`src/rtl/regfile_pkg.sv`:
```
// regfile_pkg: shared register-file writeback constants and helpers
package regfile_pkg;
  localparam int RF_ADDR_W  = 5;
  localparam int RF_DATA_W  = 32;
  localparam int RF_NUM_REQ = 3;
  localparam int WB_ALU     = 0;
  localparam int WB_LOAD    = 1;
  localparam int WB_MULDIV  = 2;
  function automatic int ptr_w(input int n);
    return n > 1 ? $clog2(n) : 1;
  endfunction
endpackage

```
`src/rtl/rr_arbiter.sv`:
```
// rr_arbiter: one-hot round-robin grant, search starts at ptr and wraps
//   req : per-requester valid
//   ptr : index searched first
//   gnt : one-hot grant, zero when no request
module rr_arbiter
  import regfile_pkg::*;
#(
  parameter  int N  = RF_NUM_REQ,
  localparam int PW = ptr_w(N)
) (
  input  logic [N-1:0]  req,
  input  logic [PW-1:0] ptr,
  output logic [N-1:0]  gnt
);
  always_comb begin
    gnt = '0;
    for (int k = 0; k < N; k++)
      if (gnt == '0 && req[(int'(ptr) + k) % N]) gnt[(int'(ptr) + k) % N] = 1'b1;
  end
endmodule

```
`src/rtl/regfile_write_arbiter.sv`:
```
// regfile_write_arbiter: round-robin share of the register-file write port with a pending-write scoreboard
//   clock/reset_n              : rising-edge clock, async active-low reset
//   req_valid/addr/data, ready : packed writeback requesters, one-hot grant
//   reserve_valid/addr, ok     : issue-stage destination reservation
//   flush                      : clears the scoreboard only
//   busy_mask, err_unreserved  : scoreboard and sticky unreserved-write flag
//   RegWrite/WriteAddr/Data    : registered register-file write port
module regfile_write_arbiter
  import regfile_pkg::*;
#(
  parameter  int NUM_REQ = RF_NUM_REQ,
  parameter  int ADDR_W  = RF_ADDR_W,
  parameter  int DATA_W  = RF_DATA_W,
  localparam int PW      = ptr_w(NUM_REQ),
  localparam int NREG    = 2 ** ADDR_W
) (
  input  logic                      clock,
  input  logic                      reset_n,
  input  logic [NUM_REQ-1:0]        req_valid,
  input  logic [NUM_REQ*ADDR_W-1:0] req_addr,
  input  logic [NUM_REQ*DATA_W-1:0] req_data,
  output logic [NUM_REQ-1:0]        req_ready,
  input  logic                      reserve_valid,
  input  logic [ADDR_W-1:0]         reserve_addr,
  output logic                      reserve_ok,
  input  logic                      flush,
  output logic [NREG-1:0]           busy_mask,
  output logic                      err_unreserved,
  output logic                      RegWrite,
  output logic [ADDR_W-1:0]         WriteAddr,
  output logic [DATA_W-1:0]         WriteData
);
  logic [PW-1:0]     ptr_q, ptr_d, gidx;
  logic [NUM_REQ-1:0] gnt;
  logic [ADDR_W-1:0] g_addr, wa_q;
  logic [DATA_W-1:0] g_data, wd_q;
  logic [NREG-1:0]   busy_q, busy_d;
  logic              wr, rw_q, err_q, err_d;
  rr_arbiter #(.N(NUM_REQ)) u_arb (
    .req(req_valid),
    .ptr(ptr_q),
    .gnt(gnt)
  );
  assign req_ready = gnt;
  always_comb begin
    gidx = '0;
    for (int i = 0; i < NUM_REQ; i++)
      if (gnt[i]) gidx = PW'(i);
  end
  assign g_addr     = req_addr[gidx*ADDR_W +: ADDR_W];
  assign g_data     = req_data[gidx*DATA_W +: DATA_W];
  // address 0 completes the handshake but never reaches the register file
  assign wr         = |gnt && g_addr != '0;
  assign reserve_ok = reserve_addr == '0 || !busy_q[reserve_addr];
  assign ptr_d      = |gnt ? (gidx == PW'(NUM_REQ - 1) ? '0 : gidx + 1'b1) : ptr_q;
  assign err_d      = err_q | (wr & ~busy_q[g_addr]);
  // clear is applied after set so a same-register collision ends clear; flush overrides both
  always_comb begin
    busy_d = busy_q;
    if (reserve_valid && reserve_ok) busy_d[reserve_addr] = 1'b1;
    if (wr) busy_d[g_addr] = 1'b0;
    if (flush) busy_d = '0;
    busy_d[0] = 1'b0;
  end
  always_ff @(posedge clock or negedge reset_n)
    if (!reset_n) begin
      ptr_q  <= '0;
      busy_q <= '0;
      err_q  <= 1'b0;
      rw_q   <= 1'b0;
      wa_q   <= '0;
      wd_q   <= '0;
    end else begin
      ptr_q  <= ptr_d;
      busy_q <= busy_d;
      err_q  <= err_d;
      rw_q   <= wr;
      if (wr) begin
        wa_q <= g_addr;
        wd_q <= g_data;
      end
    end
  assign busy_mask      = busy_q;
  assign err_unreserved = err_q;
  assign RegWrite       = rw_q;
  assign WriteAddr      = wa_q;
  assign WriteData      = wd_q;
endmodule

```
`config.mk`:
```
export PLATFORM = sky130hd
export DESIGN_NAME = regfile_write_arbiter
export DESIGN_NICKNAME = d
export VERILOG_FILES = /design/src/rtl/regfile_pkg.sv /design/src/rtl/rr_arbiter.sv /design/src/rtl/regfile_write_arbiter.sv
export SDC_FILE = /design/constraint.sdc
export NUM_CORES = 1
export LEC_CHECK = 0
export CAP_MARGIN = 20
export CELL_PAD_IN_SITES_DETAIL_PLACEMENT = 1
export CELL_PAD_IN_SITES_GLOBAL_PLACEMENT = 1
export CORE_ASPECT_RATIO = 0.7
export CORE_MARGIN = 3
export CORE_UTILIZATION = 33
export CTS_CLUSTER_DIAMETER = 150
export DETAILED_ROUTE_END_ITERATION = 8
export HOLD_SLACK_MARGIN = 0.15
export PLACE_DENSITY = 0.83
export RECOVER_POWER = 100
export SYNTH_ARGS = -nofsm -noshare
export SYNTH_HDL_FRONTEND = slang
export SYNTH_SLANG_ARGS = --single-unit
```
`constraint.sdc`:
```
create_clock -name clock -period 5.6 [get_ports clock]
set_input_delay 0.56 -clock clock [delete_from_list [all_inputs] [get_ports clock]]
set_output_delay 0.56 -clock clock [all_outputs]
set_load 0.1 [all_outputs]
```
* After elaboration in Yosys (flattened, before gate mapping)
Cells that the tools add are included.
Storage, ports and cells: input bits 123, output and inout bits 75, flip-flop bits (word level) 72, word-level logic and storage cells 82
Cells by class: $add $sub $neg 3, $mul 1, div/mod/pow operators 3, multiplexer cells 32, eq/ne operators 1, $lt $le $gt $ge 10, bitwise logic cells 8, shift operators 2, reduce and logical (&&, ||, !) cells 16
Operators with widths (count):
- >= comparator 32 x 1 -> 1 bit, second input constant | 3
- less-than comparator 32 x 4 -> 1 bit, second input constant | 3
- two-way mux 32 bit | 3
- indexed part select 96 x 8 -> 32 bit | 1
- modulo 32 x 3 -> 32 bit, second input constant | 2
- bitwise AND 32 bit | 1
- modulo 3 x 3 -> 32 bit, second input constant | 1
- NOT 32 bit | 1
- OR 32 bit | 1
- indexed part select 15 x 6 -> 5 bit | 1
- two-way mux 1 bit | 14
- less-than comparator 5 x 6 -> 1 bit, second input constant | 2
- binary-select mux 1 bit (select 5 bit) | 2
- demux 1 bit (select 5 bit) | 2
- >= comparator 5 x 1 -> 1 bit, second input constant | 2
- logical AND 1 bit | 9
- two-way mux 3 bit | 3
- binary-select mux 1 bit (select 2 bit) | 3
- demux 1 bit (select 2 bit) | 3
- logical NOT 3 bit | 2
- OR 3 bit | 2
- logical NOT 5 bit | 1
- multiplier 2 x 3 -> 5 bit, second input constant | 1
- nonzero test 5 bit | 1
- 11 further kinds | 12

* Depth between registers and ports, before layout
Gate-level depths: netlist (run 1).
depth in word-level cells 24, depth in mapped cells 15, depth with buffers taken out 11

* Cells and area by module
From an unflattened synthesis (run 1), not the netlist that was laid out.
Unflattened totals: cells, all modules 480, area, all modules 4530.6 sq um
Modules (own cells, without submodules):
- regfile_write_arbiter | cells an instance 438, sequential area each 1801.7 sq um, area an instance 4202.8 sq um, instances 1
- rr_arbiter | cells an instance 42, sequential area each 0.0 sq um, area an instance 327.8 sq um, instances 1

* Worst setup path after synthesis (run 1)
Ideal clock, no wire load.
kind reg2reg, start point register busy_q[7] (netlist: busy_mask[7]), end point register busy_q[30] (netlist: busy_mask[30]), library setup time 100 ps, buffers on the path 0, period minus slack after synthesis 3831 ps, cell stages (with the launch flop) 9, path slack 1769 ps, arrival 3731 ps, data required time 5500 ps, cells stage by stage dfrtp_1 > mux4_2 > a22o_1 > a221oi_1 > and3_1 > nand2_1 > nor3b_1 > a21oi_1 > a311oi_1
Between the ends: word-level cells in the longest chain between the ends 9
RTL lines:
- start, declared | RTL line regfile_write_arbiter.sv:37 | logic [NREG-1:0] busy_q, busy_d;
- start signal, assigned | RTL line regfile_write_arbiter.sv:75 | busy_q <= busy_d;
- binary-select mux 1 bit (select 5 bit) * | RTL line regfile_write_arbiter.sv:54 | assign reserve_ok = reserve_addr == '0 || !busy_q[reserve_addr];
- two-way mux 1 bit (implied by the code) * | RTL line regfile_write_arbiter.sv:54
- logical NOT 1 bit * | RTL line regfile_write_arbiter.sv:54
- logical OR 1 bit * | RTL line regfile_write_arbiter.sv:54
- via reserve_ok | RTL line regfile_write_arbiter.sv:25 | output logic reserve_ok,
- logical AND 1 bit * | RTL line regfile_write_arbiter.sv:60 | if (reserve_valid && reserve_ok) busy_d[reserve_addr] = 1'b1;
- two-way mux 32 bit * | RTL line regfile_write_arbiter.sv:60
- bitwise AND 32 bit (no line)
- two-way mux 32 bit * | RTL line regfile_write_arbiter.sv:61 | if (wr) busy_d[g_addr] = 1'b0;
- two-way mux 32 bit * | RTL line regfile_write_arbiter.sv:62 | if (flush) busy_d = '0;
- via busy_d[30] | RTL line regfile_write_arbiter.sv:37
Mark *: on every way through the listed nets, which the timed path passes. The rest lies on a longest branch. The select of a mux whose other input is x is not followed. A chain may end at the register's enable or synchronous reset.

* Worst setup path in the final report (run 1)
start point register ptr_q[0], end point register wd_q[23] (netlist: WriteData[23])
Between the ends: word-level cells in the longest chain between the ends 18, elaborated cells on any way between the ends 46, classes of those cells 2 x add/sub; 1 x mul; 3 x div; 6 x order compare; 2 x shift; 20 x mux; 2 x bitwise; 10 x reduce/logical
RTL lines:
- start, declared | RTL line regfile_write_arbiter.sv:33 | logic [PW-1:0] ptr_q, ptr_d, gidx;
- start signal, assigned | RTL line regfile_write_arbiter.sv:74 | ptr_q <= ptr_d;
- branches (longest 11 deep; another with modulo 32 x 3 -> 32 bit)
- two-way mux 3 bit * | RTL line rr_arbiter.sv:18 | if (gnt == '0 && req[(int'(ptr) + k) % N]) gnt[(int'(ptr) + k) % N] = 1'b1;
- two-way mux 1 bit | RTL line regfile_write_arbiter.sv:48 | if (gnt[i]) gidx = PW'(i);
- two-way mux 2 bit | RTL line regfile_write_arbiter.sv:48
- multiplier 2 x 3 -> 5 bit | RTL line regfile_write_arbiter.sv:50 | assign g_addr = req_addr[gidx*ADDR_W +: ADDR_W];
- indexed part select 15 x 6 -> 5 bit | RTL line regfile_write_arbiter.sv:50
- nonzero test 5 bit | RTL line regfile_write_arbiter.sv:53 | assign wr = |gnt && g_addr != '0;
- logical AND 1 bit | RTL line regfile_write_arbiter.sv:53
- end signal, assigned | RTL line regfile_write_arbiter.sv:80 | wd_q <= g_data;
- end, declared | RTL line regfile_write_arbiter.sv:36 | logic [DATA_W-1:0] g_data, wd_q;
Every way passes the cells marked *. The select of a mux whose other input is x is not followed.

==> results.toml, run 1 <==
[grt]
grt_pass1_wl_um = 29100
grt_pass1_vias = 5328
grt_max_degree = 73
use_met2_pct = 37.4
grt.overflow.total = 0
use_met1_pct = 32.3
gr-usage-met3_pct = 7.80
antenna_found_initial = 0
grt.total_usage_pct = 23.8
grt.busiest_layer = "met2"

[route]
finalWirelength_um = 18400
drt_iter0_drc = 316
via_per_inst = 5.62
dr.pass1.iters = 5
postRouteAntennaNets = 0
drc = 0
vias = 5048
routedWlPerCell_um = 20.5

[sta]
min_period_over_period_pct = 84.3
slew-limit-headroom_pct = -164
setup_viol = 0
worst_pin_slew_ns = 3.95
max_freq_ghz = 0.212
drv_slew = 73
period_needed_ns = 4.72
setup_tns_ns = 0
rsz0062_at_grt = "false"
finalHoldViolCount = 0
skew_ns = 0.00477

[setup_path]
end_kind = "flop"
worstSetupPathType = "flop to flop"
cp.arrival_ns = 4.89
rr_startpoint = "ptr_q[0]"
crit_chain = "inv_1, ha_1, mux2i_1, o22ai_1, nor2_1, a21o_1, buf_4, a221oi_1, buf_4, o41ai_4, buf_4, o21ai_0"
cp_num_buf_inv = 4
required_ns = 5.77
critPathMaxFanout = 72
cp_slowest_stage_delay_ns = 0.61
r2r_end = "WriteData[23]"
critPathMostFrequentCell = "buf_4"
cp.depth = 12
critPathLaunch = "ptr_q[0]"
rrSetupSlack_ns = 0.88
cp_top_family = "buffers and inverters"
ff2ff_path_depth = 12
slowest_stage = "buf_4"
critPathLaunchType = "flop"

[min_path]
min_to = "WriteData[9]"
hold_path.startpoint = "WriteData[9]"
hold_class = "flop to flop"
holdPathStages = 2

[synth]
synthCells = 528
yosys.cell_types.count = 57
synth.area.top_cells = "dfrtp_1 39%, mux2i_1 8.5%, a21oi_1 7.7%"
synth_area_leader_cell = "dfrtp_1"
syn_nets = 655
yosysSeqAreaShare_pct = 39.3
syn_area_mm2 = 0.00458
avgSynthCellArea_um2 = 8.67
ys_warn_count = 0
synth_edf_count = 0
synth-seq-cells = 72
synth_ff_type = "dfrtp_1"
synth_top_area_share_pct = 39.3
async_reset_ff_share_pct = 100

[place]
port_buffers = 196
gp_congestion = 0.966
placedCellCount = 882
dp_hpwl_um = 14000

[finish]
finalNetCount = 836
drive_gt1_share_pct = 5.88
syn2layout_area_growth_pct = 53.6
fin_cells = 899
diodes = 0

[floorplanning]
fp-row-count = 35
num_io_pins = 198
die_y_um = 105
core-area_mm2 = 0.0134
dieArea_mm2 = 0.0153
die-width_um = 147
start_util_pct = 34.3

[clock_network]
cts_tree = "yes"
cts-root-buf = "clkbuf_16"
cts_setup_buffers = 0
cts_hold_buf = 0
clockBufferDepth = 2
clk_latency_ns = 0.33
clk_pin_slew_ns = 0.06
cts-resized-gates = 0
cts_htree_levels = 3
cts_sinks = 72
cts_buffers = 9

[outcome]
status = "complete, but fails checks"
violations = "capacitance limit, slew limit"

[job]
drv_cap = 2
-- how the worst max path moves through the flow --
| stage | to | slack (ns) |
|---|---|---|
| after floorplan | busy_mask[30] | 1.77 |
| after detailed placement | WriteData[2] | 0.83 |
| after global placement | err_unreserved | 1.05 |
| after global routing | WriteData[3] | 0.40 |
| after CTS | WriteData[2] | 1.06 |
| final | WriteData[23] | 0.88 |
-- worst register-to-register path, cell delays in order (launching register included) --
cell and delay, ns:
dfrtp_1 0.41, inv_1 0.13, ha_1 0.34, mux2i_1 0.49, o22ai_1 0.20, nor2_1 0.30
a21o_1 0.48, buf_4 0.62, a221oi_1 0.20, buf_4 0.26, o41ai_4 0.35, buf_4 0.56
o21ai_0 0.23
-- synthesized netlist by cell type (all sizes together), types with 3 or more instances --
cell and number:
dfrtp 72, a221oi 6, ha 4, and2 3, a211oi 13, mux2i 40
a311oi 10, a21oi 70, buf 16, nor3 39, mux4 7, inv 18
nor2 47, clkbuf 20, o21ai 39, a2111oi 8, nor2b 3, nand2b 7
nand2 58, a22oi 4, nor3b 6, o41ai 3
-- routing by layer --
metal / routed length (µm) / share of wire, %
met1: 8000 / 43
met2: 8470 / 46
met3: 1700 / 9.3
met4: 229 / 1.2
met5: 0 / 0
-- layout make-up --
cell class / instances / area [µm²]
inverter: 18 / 67.6
sequential: 72 / 1800
clock inverter: 6 / 108
clock buffer: 10 / 229
timing repair buffer: 206 / 2050
fill: 1527 / 6320
multi-input combinational: 402 / 2550
tap: 185 / 231
-- per-stage QoR --
stage | util, % | cell area, µm² | setup WS, ns | hold slack, ns
2_1_floorplan | - | 4580 | 1.77 | 0.264
3_3_place_gp | 50.2 | 6700 | 1.05 | 0.462
5_1_grt | 52.7 | 7030 | 0.399 | 0.510
3_5_place_dp | 50.2 | 6700 | 0.835 | 0.474
6_report | 52.7 | 7030 | 0.882 | 0.474
4_1_cts | 52.7 | 7040 | 1.06 | 0.415
-- state kept, by name (all words and copies together), names as in the netlist --
name / count
err_unreserved: 1
WriteData: 32
busy_mask: 31
ptr_q: 2
RegWrite: 1
WriteAddr: 5
-- layout by cell type (no fill, tap or decap), drive strengths merged, types with 2 or more instances in the layout --
cell type      count
or2                2
a22o               2
mux2i             40
o2bb2ai            2
ha                 4
clkinv             2
a311oi            10
a2111oi            8
dlygate4sd3       73
a21boi             2
and2               3
bufinv             3
nor2b              3
inv               18
dfrtp             72
a21oi             70
nand2             58
o41ai              3
clkbuf            11
or3                2
buf               12
a221o              2
a32o               2
nor2              47
a222oi             2
clkdlybuf4s50    120
mux4               7
a221oi             6
nor3              39
and3               2
a22oi              4
nand2b             7
o21ai             39
nor3b              6
mux2               2
a211oi            13
-- cells by family after synthesis --
| logic type | after synthesis | share of synthesized area [%] |
|---|---|---|
| mux | 49 | 13.0 |
| other cells | 1 | 0.0819 |
| compound gates | 173 | 23.9 |
| buf+inv | 54 | 5.00 |
| fa+ha+maj | 4 | 1.09 |
| flops | 72 | 39.3 |
| simple gates | 175 | 17.6 |
Power of run 1 is left out: the tool's default activity adds up to more than one toggle a clock period on the data nets, which glitch-free logic cannot reach.
==> run 2, diff against run 1 <==
--- a/config.mk
+++ b/config.mk
@@ -10,11 +10,11 @@
 export CELL_PAD_IN_SITES_GLOBAL_PLACEMENT = 1
 export CORE_ASPECT_RATIO = 0.7
 export CORE_MARGIN = 3
-export CORE_UTILIZATION = 33
+export CORE_UTILIZATION = 31
 export CTS_CLUSTER_DIAMETER = 150
 export DETAILED_ROUTE_END_ITERATION = 8
 export HOLD_SLACK_MARGIN = 0.15
-export PLACE_DENSITY = 0.83
+export PLACE_DENSITY = 0.79
 export RECOVER_POWER = 100
 export SYNTH_ARGS = -nofsm -noshare
 export SYNTH_HDL_FRONTEND = slang
==> constraint.sdc (replaced) <==
create_clock -name clock -period 4.7 [get_ports clock]
set_input_delay 0.47 -clock clock [delete_from_list [all_inputs] [get_ports clock]]
set_output_delay 0.47 -clock clock [all_outputs]
set_load 0.1 [all_outputs]
==> run 2 against run 1 <==
Against the previous run:
- the run still ends with capacitance limit, slew limit left
- hold slack better by 0.0027 ns
- wire length is 1.3% lower
- critical path depth is 3 lower
- design area is 1.1% higher
- die area is 6.1% higher
- non-clock buffer count is 7 higher
- count of clock-buffer cells in the layout is 1 higher
- sequential share of layout area is 0.29 points lower
- critical path type is now flop to output port
- largest cell class unchanged
==> results.toml, run 2 (synthesized netlist as in run 1, its figures left out) <==
[finish]
largest_reg_flops = 32
syn2layout_area_growth_pct = 55.3
drive_gt1_share_pct = 7.63
layout_commonest_cell = "clkdlybuf4s50_1"
finalNetCount = 843
diodes = 0
layout_common_cells = "120 x clkdlybuf4s50_1, 72 x dfrtp_1, 71 x dlygate4sd3_1"

[sta]
skew_ns = 0.00770
period_needed_ns = 4.26
setup_viol = 0
worst_pin_slew_ns = 1.84
slew-limit-headroom_pct = -22.8
setup_tns_ns = 0
min_period_over_period_pct = 90.6
max_freq_ghz = 0.235
finalHoldViolCount = 0
drv_slew = 73
rsz0062_at_grt = "false"

[clock_network]
cts_htree_levels = 3
cts-resized-gates = 0
cts_sinks = 72
cts_hold_buf = 0
clk_pin_slew_ns = 0.06
cts_tree = "yes"
clockBufferDepth = 2
clk_latency_ns = 0.33
cts_buffers = 9
cts_setup_buffers = 0
cts-root-buf = "clkbuf_16"

[min_path]
min_to = "WriteData[22]"
hold_path.startpoint = "WriteData[22]"
holdPathStages = 2
hold_class = "flop to flop"

[route]
via_per_inst = 5.52
routedWlPerCell_um = 19.9
postRouteAntennaNets = 0
drt_iter0_drc = 287
dr.pass1.iters = 5
drc = 0
finalWirelength_um = 18200
vias = 5031

[grt]
grt_max_degree = 74
grt.overflow.total = 0
grt_pass1_wl_um = 28200
antenna_found_initial = 0
grt.total_usage_pct = 22.0
grt_pass1_vias = 5125

[setup_path]
cp_top_family = "buffers and inverters"
end_kind = "output port"
ff2ff_path_depth = 12
rr_startpoint = "ptr_q[1]"
critPathMaxFanout = 33
cp.arrival_ns = 3.79
worstSetupPathType = "flop to output port"
crit_chain = "inv_1, ha_1, nand2b_1, o41ai_1, o21ai_0, a41oi_4, clkbuf_2, inv_1, buf_4"
cp_num_buf_inv = 4
r2r_end = "busy_mask[11]"
critPathMostFrequentCell = "inv_1"
critPathLaunchType = "flop"
rrSetupSlack_ns = 0.52
required_ns = 4.23
cp_slowest_stage_delay_ns = 0.87
slowest_stage = "clkbuf_2"

[place]
dp_hpwl_um = 14000
gp_congestion = 0.915
port_buffers = 196

[job]
drv_cap = 1

[floorplanning]
fp-row-count = 36
die_y_um = 108
core-area_mm2 = 0.0142
dieArea_mm2 = 0.0163
die-width_um = 151
num_io_pins = 198
start_util_pct = 32.3

[outcome]
status = "complete, but fails checks"
violations = "capacitance limit, slew limit"
[run 2: cell types whose count changed in the layout (fill, tap and decap cells not counted), sizes merged]
| cell | change |
|---|---|
| buf | +6 |
| clkbuf | +4 |
| dlygate4sd3 | -2 |
| bufinv | -1 |
| clkinv | -1 |
| clkinvlp | +1 |
[run 2: how the worst max path moves through the flow]
stage | from | to | slack [ns] | cells past startpoint
5_1_grt | ptr_q[1] | req_ready[1] | 0.16 | 9
3_5_place_dp | req_valid[2] | err_unreserved | 0.38 | 10
2_1_floorplan | busy_mask[7] | busy_mask[30] | 0.87 | 8
3_3_place_gp | req_valid[2] | err_unreserved | 0.60 | 10
6_report | ptr_q[1] | req_ready[1] | 0.44 | 9
4_1_cts | ptr_q[1] | err_unreserved | 0.50 | 11
[run 2: per-layer routing]
layer / up-vias / track usage [%] / part of all wire [%]
met5: - / 0 / 0
met1: 2458 / 32.1 / 45
met2: 239 / 32.8 / 44
met3: 16 / 5.77 / 9.5
li1: 2318 / - / -
met4: 0 / 4.53 / 0.97
[run 2: metrics by stage]
| step | instance area (µm²) | utilization [%] | hold slack (ns) | setup slack [ns] | std cells |
|---|---|---|---|---|---|
| 3_3_place_gp | 6770 | 47.7 | 0.464 | 0.602 | 894 |
| 2_1_floorplan | 4580 | - | 0.174 | 0.869 | 528 |
| 4_1_cts | 7090 | 50.0 | 0.322 | 0.502 | 910 |
| 6_report | 7110 | 50.1 | 0.477 | 0.441 | 911 |
| 5_1_grt | 7110 | 50.1 | 0.512 | 0.163 | 911 |
| 3_5_place_dp | 6770 | 47.7 | 0.478 | 0.379 | 894 |
[run 2: area by class of cell]
class                   instances  area, µm²
multi-input cells             402       2580
inverters                      18       67.6
clock inverters                 5       80.1
well taps                     190        238
clock buffers                  11        243
fillers                      1647       7080
flip-flops and latches         72       1800
repair buffers                213       2100
[run 2: worst min-delay path, cell delays in order (launching register included)]
cell and delay (ns):
dfrtp_1 0.33, nand2_1 0.04, o21ai_0 0.06
Power of run 2 is left out for the same reason.
==> run 3, diff against run 2 <==
--- a/config.mk
+++ b/config.mk
@@ -11,7 +11,7 @@
 export CORE_ASPECT_RATIO = 0.7
 export CORE_MARGIN = 3
 export CORE_UTILIZATION = 31
-export CTS_CLUSTER_DIAMETER = 150
+export CTS_CLUSTER_DIAMETER = 60
 export DETAILED_ROUTE_END_ITERATION = 8
 export HOLD_SLACK_MARGIN = 0.15
 export PLACE_DENSITY = 0.79
==> results of run 3 <==
Final layout, timing and power as in run 2 (identical DEF).
Power of run 3 is left out for the same reason.
==> edit: new RTL, settings of run 3 <==
Make the reset (`reset_n`) synchronous in one clocked block. Comments in the files are not updated.
--- a/src/rtl/regfile_write_arbiter.sv
+++ b/src/rtl/regfile_write_arbiter.sv
@@ -62,7 +62,7 @@
     if (flush) busy_d = '0;
     busy_d[0] = 1'b0;
   end
-  always_ff @(posedge clock or negedge reset_n)
+  always_ff @(posedge clock)
     if (!reset_n) begin
       ptr_q  <= '0;
       busy_q <= '0;
Behaviour: differs if reset_n is asserted again (counterexample within 4 cycles, from zero or initial values and one cycle with reset_n low); with reset_n held inactive, the same outputs for 4 cycles.
==> edit against run 3 <==
  * Area after synthesis down 0.79%
  * Sequential share of layout area decreased by 4.7 points
  * Sequential cell count is the same
  * Count of clock-buffer cells in the layout shrank 2
  * Design area fell by 2.0%
  * First-iteration DRC count increased by 33%
  * Worst setup slack gained 13 ps
  * Wire length is 4.9% higher
==> edit: results <==
metrics = {
    "outcome": {
        "status": "finished, final reports clean",
    },
    "timing": {
        "setup_ws_ps": 454,
        "clock-skew-final_ps": 6.25,
    },
    "critical_path": {
        "critPathKind": "reg -> reg",
        "crit_start": "ptr_q[0]$_SDFFE_PN0P_",
        "reg2reg_to": "WriteData[30]$_SDFFE_PN0N_",
        "rrSetupSlack_ps": 450,
        "critPathMaxStageDelay_ps": 450,
        "r2r_cells": 15,
        "cp_max_fo": 25,
        "cp_slowest_cell": "and2_0",
    },
    "global_route": {
        "grt_pass1_wl_um": 29700,
        "grtUsageMet3_pct": 6.73,
        "grt_util_met1_pct": 31.8,
        "grt_use_total_pct": 23.6,
        "grt_pass1_vias": 5231,
        "grt_max_degree": 65,
    },
    "placement": {
        "place_congestion": 0.963,
        "dp_cells": 891,
        "dpl.hpwl_um": 14900,
        "post-place-ws_ps": 502,
    },
    "yosys": {
        "syn-num-nets": 650,
        "yosys-top-cells-count": "nand2_1, dfxtp_1, mux2i_1, a21oi_1, o211ai_1",
        "netlist_instances": 523,
        "synthFlopType": "dfxtp_1",
        "seq_area_frac_synth_pct": 31.7,
        "ys_top_cells_by_area": "dfxtp_1, mux2i_1, nand2_1",
        "synthArstFlopShare_pct": 0,
    },
    "run": {
        "drv_cap": 0,
    },
    "route": {
        "dr_wl_met2_um": 8860,
        "avgViaCountPerCell": 5.46,
        "drt_iter0_drc": 383,
        "routed_wl_um": 19100,
        "wl_met1_um": 8500,
        "wl_met3_um": 1450,
    },
    "layout": {
        "inverters": 12,
        "nNetsFinal": 839,
        "n_all_buffers": 216,
        "sh_seq_area_pct": 20.7,
        "multi_input_area_share_pct": 40.7,
        "nonClkBufAreaFrac_pct": 29.9,
        "multi_input_gates": 401,
        "clock_area_share_pct": 4.58,
        "nFillCells": 1668,
    },
    "worst_hold_path": {
        "hold-path-endpoint": "WriteData[13]$_SDFFE_PN0N_",
        "hold_start": "WriteData[13]$_SDFFE_PN0N_",
    },
    "clock_network": {
        "cts_root_buf": "clkbuf_16",
    },
}
==> edit: critical path: cells and delay by family (launching register included) <==
| kind | cells | cell delay [ps] |
|---|---|---|
| AOI/OAI and AO/OA | 5 | 1220 |
| adders and majority gates | 1 | 390 |
| buffers and inverters | 4 | 860 |
| DFF | 1 | 340 |
| muxes | 1 | 410 |
| and+or+nand+nor | 4 | 930 |
==> edit: cells by family after synthesis <==
kind of cell | synth area share, %
AO/OA/AOI/OAI | 29.5
buffers and inverters | 5.43
AND/OR/NAND/NOR | 16.2
other | 0.0825
adder cells (fa/ha/maj) | 1.10
multiplexers | 15.9
flip-flops | 31.7
==> edit: stage by stage <==
stage,instance area (µm²),hold slack (ps)
2_1_floorplan,4550,524
6_report,6970,461
3_5_place_dp,6710,449
3_3_place_gp,6710,441
5_1_grt,6970,475
4_1_cts,7030,457
==> edit: report_power, final <==
| part | total, µW | switching, µW | internal, µW |
|---|---|---|---|
| logic | 3500 | 2480 | 1020 |
| registers | 819 | 70.4 | 749 |
| clock network | 742 | 276 | 465 |
